--- config.mk ---
export PLATFORM = sky130hd
export DESIGN_NAME = barrel_shifter_pipe
export DESIGN_NICKNAME = d
export VERILOG_FILES = /design/src/rtl/bshift_pkg.sv /design/src/rtl/bshift_stage.sv /design/src/rtl/barrel_shifter_pipe.sv
export SDC_FILE = /design/constraint.sdc
export NUM_CORES = 2
export LEC_CHECK = 0
export CORE_ASPECT_RATIO = 0.8
export CORE_MARGIN = 2
export CORE_UTILIZATION = 30
export DETAILED_ROUTE_END_ITERATION = 6
export GPL_TIMING_DRIVEN = 1
export PLACE_DENSITY = 0.52
export SETUP_SLACK_MARGIN = 0.2
export SLEW_MARGIN = 20
export SYNTH_ARGS = -nofsm -noshare
export SYNTH_HDL_FRONTEND = slang
export SYNTH_SLANG_ARGS = --single-unit
export TNS_END_PERCENT = 10
--- constraint.sdc ---
create_clock -name i_clk -period 26.9 [get_ports i_clk]
set_clock_uncertainty 0.2 [all_clocks]
set_input_delay 5.38 -clock i_clk [delete_from_list [all_inputs] [get_ports i_clk]]
set_output_delay 5.38 -clock i_clk [all_outputs]
set_load 0.05 [all_outputs]
--- src/rtl/bshift_pkg.sv ---
// bshift_pkg: shared mode encoding and latency helper for the pipelined barrel shifter
package bshift_pkg;

    typedef enum logic [1:0] {
        LSL = 2'b00,
        LSR = 2'b01,
        ROL = 2'b10,
        ASR = 2'b11
    } shift_mode_e;

    function automatic int lat_f(input int amt_w, input int reg_every);
        return (amt_w + reg_every - 1) / reg_every;
    endfunction

endpackage

--- src/rtl/bshift_stage.sv ---
// bshift_stage: one combinational log stage shifting or rotating by a fixed SHIFT when enabled
module bshift_stage
    import bshift_pkg::*;
#(
    parameter int WIDTH = 136,
    parameter int SHIFT = 1
) (
    input  logic             en,
    input  shift_mode_e      mode,
    input  logic             sign,
    input  logic [WIDTH-1:0] d,
    output logic [WIDTH-1:0] q
);

    localparam int ROT = SHIFT % WIDTH;

    logic [WIDTH-1:0] lsl, lsr, rol, asr, keep;

    assign lsl  = d << SHIFT;
    assign lsr  = d >> SHIFT;
    assign rol  = (d << ROT) | (d >> (WIDTH - ROT));
    assign keep = {WIDTH{1'b1}} >> SHIFT;
    assign asr  = lsr | (sign ? ~keep : '0);

    // Pick the shifted form for the active mode; a clear amount bit passes the word through
    always_comb
        q = !en           ? d   :
            mode == LSL   ? lsl :
            mode == LSR   ? lsr :
            mode == ROL   ? rol : asr;

endmodule

--- src/rtl/barrel_shifter_pipe.sv ---
// barrel_shifter_pipe: pipelined log barrel shifter with valid/ready flow control and a sideband tag
module barrel_shifter_pipe
    import bshift_pkg::*;
#(
    parameter int WIDTH     = 136,
    parameter int O_WIDTH   = 64,
    parameter int AMT_W     = 7,
    parameter int REG_EVERY = 2,
    parameter int TAG_W     = 8
) (
    input  logic               i_clk,
    input  logic               i_rst,
    input  logic               i_valid,
    output logic               o_ready,
    input  logic [WIDTH-1:0]   i_word,
    input  logic [AMT_W-1:0]   i_amt,
    input  logic [1:0]         i_mode,
    input  logic [TAG_W-1:0]   i_tag,
    output logic               o_valid,
    input  logic               i_ready,
    output logic [O_WIDTH-1:0] o_word,
    output logic [TAG_W-1:0]   o_tag,
    output logic [2:0]         o_inflight
);

    localparam int LAT = lat_f(AMT_W, REG_EVERY);

    logic             adv;
    logic [LAT-1:0]   r_valid, seg_valid, r_sign, seg_sign;
    logic [WIDTH-1:0] r_word [LAT];
    logic [WIDTH-1:0] seg_word [LAT];
    logic [AMT_W-1:0] r_amt [LAT];
    logic [AMT_W-1:0] seg_amt [LAT];
    shift_mode_e      r_mode [LAT];
    shift_mode_e      seg_mode [LAT];
    logic [TAG_W-1:0] r_tag [LAT];
    logic [TAG_W-1:0] seg_tag [LAT];
    logic [WIDTH-1:0] st_in [AMT_W];
    logic [WIDTH-1:0] st_out [AMT_W];

    assign adv     = !o_valid || i_ready;
    assign o_ready = adv;

    // Each segment takes its control from the inputs or the previous register slice
    for (genvar s = 0; s < LAT; s++) begin : g_seg
        localparam int LAST = (((s + 1) * REG_EVERY > AMT_W) ? AMT_W : (s + 1) * REG_EVERY) - 1;
        if (s == 0) begin : g_head
            assign seg_valid[s] = i_valid;
            assign seg_sign[s]  = i_word[WIDTH-1];
            assign seg_amt[s]   = i_amt;
            assign seg_mode[s]  = shift_mode_e'(i_mode);
            assign seg_tag[s]   = i_tag;
        end else begin : g_body
            assign seg_valid[s] = r_valid[s-1];
            assign seg_sign[s]  = r_sign[s-1];
            assign seg_amt[s]   = r_amt[s-1];
            assign seg_mode[s]  = r_mode[s-1];
            assign seg_tag[s]   = r_tag[s-1];
        end
        assign seg_word[s] = st_out[LAST];
    end

    // Stage k shifts by 2^k, fed by the previous stage or the register slice ahead of it
    for (genvar k = 0; k < AMT_W; k++) begin : g_stage
        if (k == 0) begin : g_first
            assign st_in[k] = i_word;
        end else if (k % REG_EVERY == 0) begin : g_reg
            assign st_in[k] = r_word[k/REG_EVERY-1];
        end else begin : g_chain
            assign st_in[k] = st_out[k-1];
        end
        bshift_stage #(.WIDTH(WIDTH), .SHIFT(1 << k)) u_stage (
            .en  (seg_amt[k/REG_EVERY][k]),
            .mode(seg_mode[k/REG_EVERY]),
            .sign(seg_sign[k/REG_EVERY]),
            .d   (st_in[k]),
            .q   (st_out[k])
        );
    end

    // Whole pipe advances in lockstep when the output slot is free or being drained
    always_ff @(posedge i_clk or posedge i_rst)
        if (i_rst) begin
            r_valid <= '0;
            r_sign  <= '0;
            for (int s = 0; s < LAT; s++) begin
                r_word[s] <= '0;
                r_amt[s]  <= '0;
                r_mode[s] <= LSL;
                r_tag[s]  <= '0;
            end
        end else if (adv) begin
            r_valid <= seg_valid;
            r_sign  <= seg_sign;
            for (int s = 0; s < LAT; s++) begin
                r_word[s] <= seg_word[s];
                r_amt[s]  <= seg_amt[s];
                r_mode[s] <= seg_mode[s];
                r_tag[s]  <= seg_tag[s];
            end
        end

    assign o_valid    = r_valid[LAT-1];
    assign o_tag      = r_tag[LAT-1];
    assign o_inflight = 3'($countones(r_valid));
    assign o_word     = (r_mode[LAT-1] == LSL || r_mode[LAT-1] == ROL)
                        ? r_word[LAT-1][WIDTH-1 -: O_WIDTH]
                        : r_word[LAT-1][O_WIDTH-1:0];

endmodule

==> impl_metrics.toml <==
[run]
maxCapViolations = 0

[timing]
final-hold-violation-count = 0
timing.hold.ws_ps = 262
setup_tns_ps = 0
rsz0062_at_grt = "no"
clock.fmax_mhz = 75.1
setup_viol = 0
min_period_ps = 13320
fin_ws_ps = 13580
report.final.slew_viol_count = 0
worst_pin_slew_ps = 1170
max_slew_margin = 0.220
finalCritPeriodShare = 0.495

[min_path]
hp-class = "register to register"
hold_start = "r_sign[2]$_DFFE_PP0P_"
hold_depth = 2
min_to = "r_sign[2]$_DFFE_PP0P_"

[placement]
gp_congestion = 0.882
place_ws_ps = 13590
placedCellCount = 6585
dp_hpwl_um = 116000
io_buffers = 233

[critical_path]
rr_endpoint = "r_word[297]$_DFFE_PP0P_"
worstRegToRegCells = 6
arrival_ps = 7740
critPathTopFamily = "buffers and inverters"
crit_required_ps = 21320
rr_startpoint = "r_mode[6]$_DFFE_PP0P_"
crit_top_cell = "clkdlybuf4s50_1"
cp-start-kind = "input port"
rrSetupSlack_ps = 21820
path_class = "input port to output pin"
endpoint_kind = "output pin"
slowest_delay_ps = 960
worstPathMaxFanout = 97
cp_cell_sequence = "clkdlybuf4s50_1, nor2b_4, buf_4, inv_8, clkdlybuf4s50_1"
slowest_stage = "clkdlybuf4s50_1"
crit_buf_inv = 4

[clocking]
root_buffer = "clkbuf_16"
ctsHoldBuffers = 0
cts_buffers = 72
clk_pin_slew_ps = 50
cts_resized = 0
cts_max_path_buffers = 3
cts_sinks = 591
post_cts_buffers = 0
clk_latency_ps = 670
htree_levels = 3
cts_tree = "done"

[routing]
vias = 39221
firstDrtPassIters = 7
routedWlPerCell_um = 25.2
wl_um = 169000
ant_nets = 0
dr.first_iter.drc_count = 5002
route.detailed.drc = 3
viasPerCell = 5.84

[status]
outcome = "finished with violations"
violations = "DRC"

[logic_synthesis]
synth_area_per_cell_um2 = 8.45
synth_edf_count = 0
yosysSeqAreaShare = 0.354
synth_nets = 5109
synthArstFlopShare = 1.00
yosys_most_used_dff = "dfrtp_1"
synth-seq-cells = 591
synthCells = 4949
yosysUniqueCellTypes = 63
netlist_area_mm2 = 0.0418
yosys_warnings = 0

[final_layout]
layout_commonest_cell = "nor2_1"
drive_above_1_share = 0.0837
nets = 4959
instances_no_fill = 6713
fin_util = 0.340
syn_to_final_growth_pct = 12.3
layout_common_cells = "nor2_1, nand2_1, dfrtp_1, a21oi_1, mux2i_1"

[power_and_ir_drop]
power.density_mw_per_mm2 = 135
ir_drop_v = 0.0000901
p_leak_nw = 18.3

[floorplan]
die_h_um = 338
fp.dieW_um = 422
rows = 122
dieArea_mm2 = 0.142
core_region_area_mm2 = 0.138
ios = 234
start_util = 0.303

[grt]
grt_pass1_vias = 36450
gr-total-overflow = 0
globalRouteTotalUtil = 0.232
grt_antenna_before_repair = 6
grt_max_degree = 170
grt_pass1_wl_um = 253000
-- power breakdown --
group / total [mW] / internal (mW) / switching (mW)
clock network: 1.01 / 0.588 / 0.424
logic: 3.25 / 1.25 / 2.00
registers: 2.10 / 1.30 / 0.804
-- stage by stage --
step / instance area [µm²] / total power, mW
final: 47000 / 6.36
after detailed placement: 44600 / 5.32
after CTS: 47000 / 6.34
after global placement: 44600 / 5.28
after floorplan: 41800 / 4.10
after global routing: 47000 / 6.74
-- synth_stat cells, drive strengths merged, types with 77 or more instances --
cell      n  area share
dfrtp   591        0.35
nor2    681       0.061
buf     286       0.039
o22ai   254       0.038
a21oi   474       0.057
clkbuf  237       0.021
o21ai   309       0.037
nand2b   82       0.012
a31oi   115       0.017
mux2i   436        0.10
mux4    108       0.058
a211oi  244       0.044
o211ai   77       0.014
nand2   602       0.054
-- cells by family (layout without fill, tap and decap cells) --
kind of cell	count (synthesis)	in the layout	synth area share
AOI/OAI and AO/OA	1721	1721	0.259
adders and majority gates	3	3	0.00108
buffers and inverters	579	481	0.0658
DFF	591	591	0.354
muxes	620	620	0.183
other	0	2	0
and+or+nand+nor	1435	1435	0.138
-- layout make-up --
type | instances | area [µm²]
clock buffers | 105 | 2140
fillers | 14611 | 91300
inverters | 56 | 229
flip-flops and latches | 591 | 14800
multi-input cells | 3779 | 24300
diodes | 2 | 5.00
well taps | 1860 | 2330
clock inverters | 21 | 228
repair buffers | 299 | 2880
-- state kept, by name (all words and copies together), names as in the netlist --
signal / flops
r_tag: 24
o_tag: 8
r_word: 536
r_sign: 3
r_mode: 7
r_valid: 4
r_amt: 9
-- routing by layer --
metal,up-vias,share of wire,GRT usage
met5,-,0.00015,0
met4,4,0.029,0.0689
met3,236,0.072,0.0395
met2,1522,0.46,0.365
met1,19482,0.44,0.325
li1,17977,-,-
-- worst max path at each step --
stage	end	cells after the start	slack, ps	startpoint
2_1_floorplan	o_tag[0]$_DFFE_PP0P_	1	4780	i_rst
6_report	o_ready	5	13580	i_ready
5_1_grt	o_ready	5	13510	i_ready
4_1_cts	o_ready	5	13580	i_ready
3_3_place_gp	o_ready	5	13580	i_ready
3_5_place_dp	o_ready	5	13590	i_ready
-- tightest hold or removal path, delay by kind of cell (launching register included) --
kind / cells / cell delay, ps
flip-flops: 1 / 330
AND/OR/NAND/NOR: 2 / 100
Power figures use the tool's default switching activity.
